[config.mk]
export PLATFORM = sky130hd
export DESIGN_NAME = fetch_stage
export DESIGN_NICKNAME = d
export VERILOG_FILES = /design/src/rtl/riscv_pkg.sv /design/src/rtl/fetch_fifo.sv /design/src/rtl/fetch_stage.sv
export SDC_FILE = /design/constraint.sdc
export NUM_CORES = 1
export LEC_CHECK = 0
export ABC_CLOCK_PERIOD_IN_PS = 10700
export BUFFER_PORTS_ARGS = -buffer_cell sky130_fd_sc_hd__buf_2
export CORE_UTILIZATION = 50
export DETAILED_ROUTE_END_ITERATION = 10
export PLACE_DENSITY = 0.69
export SYNTH_ARGS = -nofsm -noshare
export SYNTH_HDL_FRONTEND = slang
export SYNTH_SLANG_ARGS = --single-unit
[constraint.sdc]
create_clock -name clk -period 10.7 [get_ports clk]
set_input_delay 2.14 -clock clk [delete_from_list [all_inputs] [get_ports clk]]
set_output_delay 2.14 -clock clk [all_outputs]
set_load 0.03 [all_outputs]
[src/rtl/riscv_pkg.sv]
// Shared types and constants for the RV64 subset core front end.
package riscv_pkg;

    localparam int XLEN = 64;

    localparam logic [6:0] OP_R   = 7'b0110011;
    localparam logic [6:0] OP_I   = 7'b0010011;
    localparam logic [6:0] OP_LD  = 7'b0000011;
    localparam logic [6:0] OP_SD  = 7'b0100011;
    localparam logic [6:0] OP_BEQ = 7'b1100011;

    localparam logic [31:0] HALT_INSN = 32'h0;

    typedef struct packed {
        logic [XLEN-1:0] pc;
        logic [31:0]     insn;
    } fetch_pkt_t;

endpackage

[src/rtl/fetch_fifo.sv]
// Prefetch FIFO holding {pc, insn} packets; wrap-around pointers with an extra MSB.
// Flush has priority over push and pop.
module fetch_fifo #(
    parameter int DEPTH = 2,
    parameter int W     = $bits(riscv_pkg::fetch_pkt_t)
) (
    input  logic         clk,
    input  logic         reset,
    input  logic         push,
    input  logic [W-1:0] push_data,
    input  logic         pop,
    input  logic         flush,
    output logic         full,
    output logic         empty,
    output logic [W-1:0] head
);
    localparam int AW = $clog2(DEPTH);

    logic [W-1:0] r_mem [DEPTH];
    logic [AW:0]  r_wr_ptr;
    logic [AW:0]  r_rd_ptr;

    assign empty = (r_wr_ptr == r_rd_ptr);
    assign full  = (r_wr_ptr[AW] != r_rd_ptr[AW]) &&
                   (r_wr_ptr[AW-1:0] == r_rd_ptr[AW-1:0]);
    assign head  = r_mem[r_rd_ptr[AW-1:0]];

    always_ff @(posedge clk) begin
        if (reset || flush) begin
            r_wr_ptr <= '0;
            r_rd_ptr <= '0;
        end else begin
            if (push) begin
                r_wr_ptr <= r_wr_ptr + 1'b1;
            end
            if (pop) begin
                r_rd_ptr <= r_rd_ptr + 1'b1;
            end
        end
    end

    // Storage needs no reset: the pointers decide what is visible.
    always_ff @(posedge clk) begin
        if (push && !flush) begin
            r_mem[r_wr_ptr[AW-1:0]] <= push_data;
        end
    end

endmodule

[src/rtl/fetch_stage.sv]
// Instruction-fetch front end: PC, imem addressing, halt flag and prefetch FIFO.
// Optional PERF_CNT_EN adds saturating cycle/fetch/stall counters.
module fetch_stage #(
    parameter int          XLEN     = riscv_pkg::XLEN,
    parameter int          IMEM_AW  = 5,
    parameter int          DEPTH    = 2,
    parameter logic [63:0] RESET_PC = 64'h0
) (
    input  logic               clk,
    input  logic               reset,
    output logic [IMEM_AW-1:0] imem_addr,
    input  logic [31:0]        imem_rdata,
    output logic               out_valid,
    input  logic               out_ready,
    output logic [31:0]        out_insn,
    output logic [XLEN-1:0]    out_pc,
    input  logic               redirect_valid,
    input  logic [XLEN-1:0]    redirect_pc,
    output logic               halted
`ifdef PERF_CNT_EN
   ,output logic [31:0]        perf_cycles,
    output logic [31:0]        perf_fetched,
    output logic [31:0]        perf_stall
`endif
);
    import riscv_pkg::*;

    logic [XLEN-1:0]    r_pc;
    logic               r_halted;

    logic               w_full;
    logic               w_empty;
    logic [XLEN+31:0]   w_head;
    logic               w_hs;
    logic               w_pop;
    logic               w_push;
    logic               w_oor;
    logic [31:0]        w_insn;
    logic [XLEN-1:0]    w_redirect_aligned;

    assign imem_addr = r_pc[IMEM_AW+1:2];
    assign w_oor     = |r_pc[XLEN-1:IMEM_AW+2];
    assign w_insn    = w_oor ? HALT_INSN : imem_rdata;

    // Redirect wins: a head handshaked in the redirect cycle is not consumed.
    assign w_hs   = !w_empty && out_ready;
    assign w_pop  = w_hs && !redirect_valid;
    assign w_push = !r_halted && !redirect_valid && (!w_full || w_hs);

    assign w_redirect_aligned = redirect_pc & ~{{(XLEN-2){1'b0}}, 2'b11};

    always_ff @(posedge clk) begin
        if (reset) begin
            r_pc     <= XLEN'(RESET_PC);
            r_halted <= 1'b0;
        end else if (redirect_valid) begin
            r_pc     <= w_redirect_aligned;
            r_halted <= 1'b0;
        end else if (w_push) begin
            r_pc <= r_pc + XLEN'(4);
            if (w_insn == HALT_INSN) begin
                r_halted <= 1'b1;
            end
        end
    end

    fetch_fifo #(
        .DEPTH (DEPTH),
        .W     (XLEN + 32)
    ) u_fifo (
        .clk       (clk),
        .reset     (reset),
        .push      (w_push),
        .push_data ({r_pc, w_insn}),
        .pop       (w_pop),
        .flush     (redirect_valid),
        .full      (w_full),
        .empty     (w_empty),
        .head      (w_head)
    );

    assign out_valid = !w_empty;
    assign out_pc    = out_valid ? w_head[XLEN+31:32] : '0;
    assign out_insn  = out_valid ? w_head[31:0] : '0;
    assign halted    = r_halted;

`ifdef PERF_CNT_EN
    logic [31:0] r_perf_cycles;
    logic [31:0] r_perf_fetched;
    logic [31:0] r_perf_stall;

    always_ff @(posedge clk) begin
        if (reset) begin
            r_perf_cycles  <= '0;
            r_perf_fetched <= '0;
            r_perf_stall   <= '0;
        end else begin
            if (!r_halted && r_perf_cycles != 32'hFFFF_FFFF) begin
                r_perf_cycles <= r_perf_cycles + 1'b1;
            end
            if (w_push && r_perf_fetched != 32'hFFFF_FFFF) begin
                r_perf_fetched <= r_perf_fetched + 1'b1;
            end
            if (!r_halted && w_full && !w_hs && r_perf_stall != 32'hFFFF_FFFF) begin
                r_perf_stall <= r_perf_stall + 1'b1;
            end
        end
    end

    assign perf_cycles  = r_perf_cycles;
    assign perf_fetched = r_perf_fetched;
    assign perf_stall   = r_perf_stall;
`endif

endmodule

==> results of run 1 <==
worst register-to-register path: cells and delay by family (launching register included):
family / cells / cell delay (ns)
compound gates: 1 / 0.14
flops: 1 / 0.52
simple gates: 4 / 2.13
metrics by stage:
step / utilization, % / total power [mW]
after floorplan: - / 1.352
after global placement: 56.37 / 1.437
after detailed placement: 56.37 / 1.443
after CTS: 60.38 / 2.384
after global routing: 60.38 / 2.449
final: 60.38 / 2.366
metal layers:
| metal | part of all wire (%) | routed length [µm] |
|---|---|---|
| met3 | 6.6 | 1900 |
| met5 | 0.042 | 12 |
| met4 | 2.6 | 752 |
| met2 | 46 | 13430 |
| met1 | 44 | 12820 |
registers in the layout, indices dropped and copies added, names as in the netlist, named ones only:
register and flops:
u_fifo.r_mem 188, u_fifo.r_wr_ptr 2, halted 1, r_pc 62, u_fifo.r_rd_ptr 2
kinds of logic after synthesis:
family | count (synthesis) | synth area share [%]
flops | 256 | 60.47
mux | 95 | 8.217
fa+ha+maj | 1 | 0.1080
xor+xnor | 37 | 2.797
other cells | 1 | 0.03236
simple gates | 427 | 18.83
compound gates | 98 | 6.716
buf+inv | 78 | 2.829
worst min-delay path by stage:
stage	endpoint	cells past startpoint	slack [ns]	from
3_5_place_dp	u_fifo.r_mem[1][38]	0	0.53	r_pc[6]
4_1_cts	u_fifo.r_mem[1][38]	0	0.54	r_pc[6]
6_report	u_fifo.r_mem[0][72]	0	0.55	r_pc[40]
3_3_place_gp	u_fifo.r_mem[0][72]	0	0.53	r_pc[40]
2_1_floorplan	u_fifo.r_mem[0][43]	0	0.42	r_pc[11]
5_1_grt	u_fifo.r_mem[1][92]	0	0.56	r_pc[60]
synthesized netlist by cell type (5+ instances only):
cell / instances / area (µm²)
xnor2_1: 18 / 157.7
o31ai_1: 13 / 97.59
or4_1: 17 / 127.6
and3_1: 17 / 106.4
buf_4: 7 / 52.55
nor2b_1: 7 / 43.79
nand2_1: 33 / 123.9
a21oi_1: 5 / 25.02
or3_1: 6 / 37.54
dfxtp_1: 68 / 1361
o21ai_0: 5 / 25.02
and2_1: 35 / 219.0
xor2_1: 19 / 166.4
a311oi_1: 16 / 140.1
nand4_1: 43 / 269.0
clkbuf_1: 48 / 180.2
inv_1: 13 / 48.80
edfxtp_1: 188 / 5645
nor3_1: 15 / 75.07
and4_1: 10 / 87.58
mux2i_1: 94 / 940.9
or2_2: 5 / 31.28
nand3_1: 19 / 95.09
nor4_1: 38 / 237.7
nor2_1: 173 / 649.4
buf_1: 7 / 26.28
a211oi_1: 29 / 217.7
cell type report:
cell class,instances,area [µm²],area share [%]
Tap cell,285,356.6,2.601
Clock inverter,16,162.7,1.186
Sequential cell,256,7010,51.13
Timing Repair Buffer,212,1096,7.993
Multi-Input combinational cell,660,4285,31.25
Clock buffer,33,748.2,5.457
Inverter,14,52.55,0.3832
power breakdown:
part | internal [mW] | switching, mW
Combinational | 0.0822 | 0.169
Sequential | 1.12 | 0.0479
Clock | 0.568 | 0.377
==> flow_summary.ini, run 1 <==
[sta]
rsz0062_at_grt = no
setup_ws_ns = 5.558
tns_ns = 0
holdWs_ns = 0.5459
finClkSkew_ns = 0.007822
period_needed_ns = 5.142
finalHoldViolCount = 0
setup_viol = 0
tightest_slew_ns = 1.163
finalCritPeriodShare_pct = 48.05
finalMaxSlewViolations = 0
max_freq_mhz = 194.5
max_slew_margin_pct = 21.97

[synthesis]
yosys_warnings = 0
syn_area_per_cell_um2 = 11.67
synth-seq-cells = 256
ys_types = 53
async_reset_ff_share_pct = 0
synthCells = 993
synth_area_mm2 = 0.01159
ys_seq_area_share_pct = 60.47
synth-edff-count = 188
ys.flop_type = edfxtp_1

[setup_path]
timing.critical_path.to = out_pc[23]
worstPathMaxFanout = 49
crit_path_start_kind = flop
max_stage_delay_ns = 0.89
crit_cells = 4
path_delay_family = buffers and inverters
slowest_stage = dfxtp_4
r2r_end = r_pc[55]
worstPathArrival_ns = 3.00
cp.required_ns = 8.56
path_cells = buf_4, mux2i_1, nor2_1, buf_2
crit_buf_inv = 2
r2r_start = r_pc[19]
critPathKind = reg -> out
r2r_slack_ns = 7.81
r2r_cells = 5
worst_setup_path_end_kind = output port

[route]
first_pass_iters = 5
num_vias = 8777
route.detailed.vias_per_inst = 5.946
wl_per_cell_um = 19.59
drc_errors = 0
drtAntennaViolNets = 0
wirelength_mm = 28.92
drt_iter0_drc = 608

[placed_design]
io_buffers = 198
pre_cts_slack_ns = 6.078
dp.cells = 1427
hpwl_mm = 19.03
dpl_cell_area_mm2 = 0.01280
place_congestion = 0.8751

[cts]
cts.sinks = 256
hold_buffers = 0
root_buffer = clkbuf_16
clock_path_buffers = 3
clk_latency_ns = 0.52
cts.clk_slew.worst_paths_ns = 0.06
cts_setup_buffers = 0
h-tree-depth = 1
cts_tree = done
cts-resized-gates = 0
cts_buffers = 27

[layout]
antenna_cells = 0
final_cells = 1476
layout_commonest_cell = buf_2
drive_gt1_share_pct = 23.01
finalInstanceArea_mm2 = 0.01371
layout_common_cells = 198 x buf_2, 188 x edfxtp_1, 172 x nor2_1
num-nets-final = 1272
fillCellCount = 1872
area_delta_synth_final_pct = 18.33

[global_routing]
grtUsageMet3_pct = 3.390
grt_pass1_vias = 8306
grt_max_degree = 100
antenna_found_initial = 1
grt_pass1_wl_mm = 45.04
overflow = 0
top_usage_layer = met2
track_usage_pct = 24.23
met1_usage_pct = 33.08
grt_util_met2_pct = 39.52

[die]
coreArea_mm2 = 0.02271
die_y_um = 154.2
die_area_mm2 = 0.02379
ios = 203
die_x_um = 154.2
start_util_pct = 51.02
rows = 55

[status]
status = complete, no violations

[power]
ir_drop_uv = 120.1
power_density_mw_per_mm2 = 172.6
leakage_nw = 4.978

[run]
max-cap-violations = 0

[hold_path]
hold_class = reg -> reg
Power figures use the tool's default switching activity.
==> inputs of run 2 (changes only) <==
ABC_CLOCK_PERIOD_IN_PS = 4300   (was 10700)
PLACE_DENSITY = 0.72   (was 0.69)
clock period = 4.3 ns   (was 10.7 ns; I/O delays follow)
==> flow_summary.ini, run 2 (same netlist as run 1, synthesis figures left out) <==
[route]
first_pass_iters = 6
drc_errors = 0
wl_per_cell_um = 19.90
wirelength_mm = 29.43
num_vias = 8829
drtAntennaViolNets = 0
drt_iter0_drc = 720
route.detailed.vias_per_inst = 5.970

[cts]
cts.clk_slew.worst_paths_ns = 0.06
root_buffer = clkbuf_16
cts_buffers = 26
cts_setup_buffers = 0
clock_path_buffers = 3
h-tree-depth = 1
cts_tree = done
cts.sinks = 256
clk_latency_ns = 0.53
hold_buffers = 0
cts-resized-gates = 0

[layout]
final_cells = 1479
area_delta_synth_final_pct = 19.30
num-nets-final = 1275
largest_reg_flops = 188
layout_commonest_cell = buf_2
finalInstanceArea_mm2 = 0.01382
drive_gt1_share_pct = 23.20
layout_common_cells = 198 x buf_2, 188 x edfxtp_1, 172 x nor2_1
antenna_cells = 0
final_util_pct = 60.87
fillCellCount = 1812

[sta]
finalCritPeriodShare_pct = 78.20
finalMaxSlewViolations = 0
tns_ns = 0
period_needed_ns = 3.363
tightest_slew_ns = 1.207
setup_ws_ns = 0.9374
max_freq_mhz = 297.4
max_slew_margin_pct = 19.05
finalHoldViolCount = 0
setup_viol = 0
rsz0062_at_grt = no
finClkSkew_ns = 0.01501

[placed_design]
hpwl_mm = 19.69
dp.cells = 1431
io_buffers = 198
dpl_cell_area_mm2 = 0.01288
place_congestion = 0.9194
pre_cts_slack_ns = 1.358

[die]
coreArea_mm2 = 0.02271
die_y_um = 154.2
start_util_pct = 51.02
die_x_um = 154.2
rows = 55
ios = 203
die_area_mm2 = 0.02379

[power]
leakage_nw = 5.025
power_density_mw_per_mm2 = 431.9
ir_drop_uv = 273.9

[global_routing]
grt_pass1_vias = 8337
grt_util_met2_pct = 39.96
grtUsageMet3_pct = 3.895
antenna_found_initial = 1
grt_max_degree = 61
track_usage_pct = 24.35
top_usage_layer = met2
overflow = 0
met1_usage_pct = 33.37
grt_pass1_wl_mm = 45.32

[setup_path]
worst_setup_path_end_kind = output port
slowest_stage = dfxtp_1
cp.required_ns = 3.44
critPathKind = reg -> out
crit_path_start_kind = flop
worstPathMaxFanout = 42
worstPathArrival_ns = 2.50
path_cells = xor2_1, nor2_4, buf_4, nor2_1, buf_2
max_stage_delay_ns = 0.50

[hold_path]
hold_class = reg -> reg

[run]
max-cap-violations = 0

[status]
status = complete, no violations
==> run 2: cell count changes in the layout (fill, tap and decap cells not counted), sizes merged <==
cell / previous run / this run
buf: 212 / 216
clkbuf: 33 / 39
clkinv: 11 / 5
clkinvlp: 1 / 0
==> run 2: metrics by stage <==
step | hold slack [ns] | total power, mW
final | 0.5378 | 5.970
after global routing | 0.5475 | 6.155
after CTS | 0.5323 | 6.001
after detailed placement | 0.5185 | 3.600
after global placement | 0.5093 | 3.583
after floorplan | 0.4202 | 3.357
==> run 2: power breakdown <==
group          internal (mW)  switching [mW]
clock                   1.50           0.924
combinational          0.209           0.430
sequential              2.79           0.118
total                   4.50            1.47
==> run 2: layout make-up <==
type,instances,area [µm²],area share [%]
sequential,256,7010,50.71
multi-input combinational,660,4298,31.09
timing repair buffer,216,1164,8.418
clock buffer,39,822.0,5.947
tap,285,356.6,2.580
clock inverter,9,120.1,0.8689
inverter,14,52.55,0.3802
==> run 2: path summary, 6_finish.rpt <==
kind	start	endpoint	slack (ns)	cells after the start
setup / recovery	u_fifo.r_wr_ptr[0]	out_pc[39]	0.94	5
hold / removal	r_pc[54]	u_fifo.r_mem[1][86]	0.54	0
setup reg to reg	r_pc[45]	r_pc[55]	1.36	5
hold reg to reg	r_pc[54]	u_fifo.r_mem[1][86]	0.54	0
==> run 2: worst max-delay path: cells and delay by family (launching register included) <==
family	cells	cell delay, ns
xor gates and xnor gates	1	0.21
buffers and inverters	2	0.67
DFF	1	0.50
and+or+nand+nor	2	0.57
==> run 2: routing by layer <==
metal | wire length, µm | up-vias | share of wire (%)
li1 | - | 4121 | -
met1 | 12830 | 4231 | 44
met3 | 2218 | 57 | 7.5
met5 | 13 | - | 0.044
met4 | 675 | 2 | 2.3
met2 | 13690 | 418 | 47
==> inputs of run 3 (changes only) <==
ABC_CLOCK_PERIOD_IN_PS = 3300   (was 4300)
PLACE_DENSITY = 0.69   (was 0.72)
clock period = 3.3 ns   (was 4.3 ns; I/O delays follow)
==> flow_summary.ini, run 3 (same netlist as run 1, synthesis figures left out) <==
[status]
status = complete, no violations

[cts]
cts_setup_buffers = 0
cts_tree = done
cts-resized-gates = 0
cts.clk_slew.worst_paths_ns = 0.06
clk_latency_ns = 0.55
clock_path_buffers = 3
cts.sinks = 256
cts_buffers = 27
root_buffer = clkbuf_16
hold_buffers = 0
h-tree-depth = 1

[route]
drt_iter0_drc = 695
wirelength_mm = 29.36
drtAntennaViolNets = 0
first_pass_iters = 5
num_vias = 8812
route.detailed.vias_per_inst = 5.914
wl_per_cell_um = 19.71
drc_errors = 0

[global_routing]
grt_pass1_wl_mm = 45.20
track_usage_pct = 24.54
overflow = 0
antenna_found_initial = 0
grt_max_degree = 74
grt_pass1_vias = 8325

[sta]
setup_viol = 0
setup_ws_ns = 0.4074
finClkSkew_ns = 0.01555
tightest_slew_ns = 0.9395
finalHoldViolCount = 0
tns_ns = 0
finalCritPeriodShare_pct = 87.65
finalMaxSlewViolations = 0
max_slew_margin_pct = 36.79
period_needed_ns = 2.893
rsz0062_at_grt = no
max_freq_mhz = 345.7
holdWs_ns = 0.3508

[run]
max-cap-violations = 0

[power]
power_density_mw_per_mm2 = 550.3
ir_drop_uv = 326.4
leakage_nw = 5.040

[die]
ios = 203
rows = 55
die_area_mm2 = 0.02379
die_y_um = 154.2
start_util_pct = 51.02
coreArea_mm2 = 0.02271
die_x_um = 154.2

[layout]
drive_gt1_share_pct = 23.77
layout_commonest_cell = buf_2
largest_reg_flops = 188
final_util_pct = 60.96
num-nets-final = 1283
area_delta_synth_final_pct = 19.47
layout_common_cells = 198 x buf_2, 188 x edfxtp_1, 172 x nor2_1

[placed_design]
pre_cts_slack_ns = 0.4993
io_buffers = 198
place_congestion = 0.9664
hpwl_mm = 19.54

[setup_path]
worst_setup_path_end_kind = flop
worstPathArrival_ns = 3.33
worstPathMaxFanout = 10
cp.required_ns = 3.74
critPathKind = reg -> reg
crit_path_start_kind = flop

[hold_path]
hold_class = in -> reg
==> run 3: through the flow <==
step / instance area [µm²] / cells / total power, mW
3_5_place_dp: 12940 / 1438 / 4.700
2_1_floorplan: 11640 / 994 / 4.377
4_1_cts: 13840 / 1488 / 7.671
5_1_grt: 13840 / 1488 / 7.888
6_report: 13840 / 1490 / 7.618
3_3_place_gp: 12940 / 1438 / 4.681
==> run 3: path summary, 6_finish.rpt <==
path | startpoint | slack (ns) | cells past startpoint | end
setup / recovery | r_pc[19] | 0.41 | 5 | r_pc[55]
hold / removal | redirect_pc[53] | 0.35 | 3 | r_pc[53]
setup reg to reg | r_pc[19] | 0.41 | 5 | r_pc[55]
hold reg to reg | r_pc[22] | 0.54 | 0 | u_fifo.r_mem[0][54]
==> run 3: power by group <==
part | total, mW | leakage, nW | internal [mW] | switching (mW)
Combinational | 0.848 | 2.20 | 0.282 | 0.566
Sequential | 3.79 | 2.40 | 3.64 | 0.146
Clock | 2.98 | 0.443 | 1.74 | 1.25
==> run 3: routing by layer <==
layer,vias up,wire [µm],global-route usage [%]
met1,4229,12950,33.76
met4,0,1105,9.524
met2,367,13380,39.37
met5,-,0,0
li1,4143,-,-
met3,73,1932,3.642
==> run 3: final cells by class <==
| type | instances | area, µm² |
|---|---|---|
| tap | 285 | 356.6 |
| clock inverter | 10 | 72.57 |
| antenna | 2 | 5.005 |
| inverter | 14 | 52.55 |
| sequential | 256 | 7012 |
| multi-input combinational | 660 | 4292 |
| timing repair buffer | 223 | 1229 |
| fill | 1881 | 8866 |
| clock buffer | 40 | 824.5 |
==> run 3: critical path, stage by stage (launching register included) <==
cell and delay [ns]:
dfxtp_1 0.48, nand4_1 0.28, nor3_1 0.58, nand4_1 0.52, or4b_2 0.77, o2111a_1 0.14
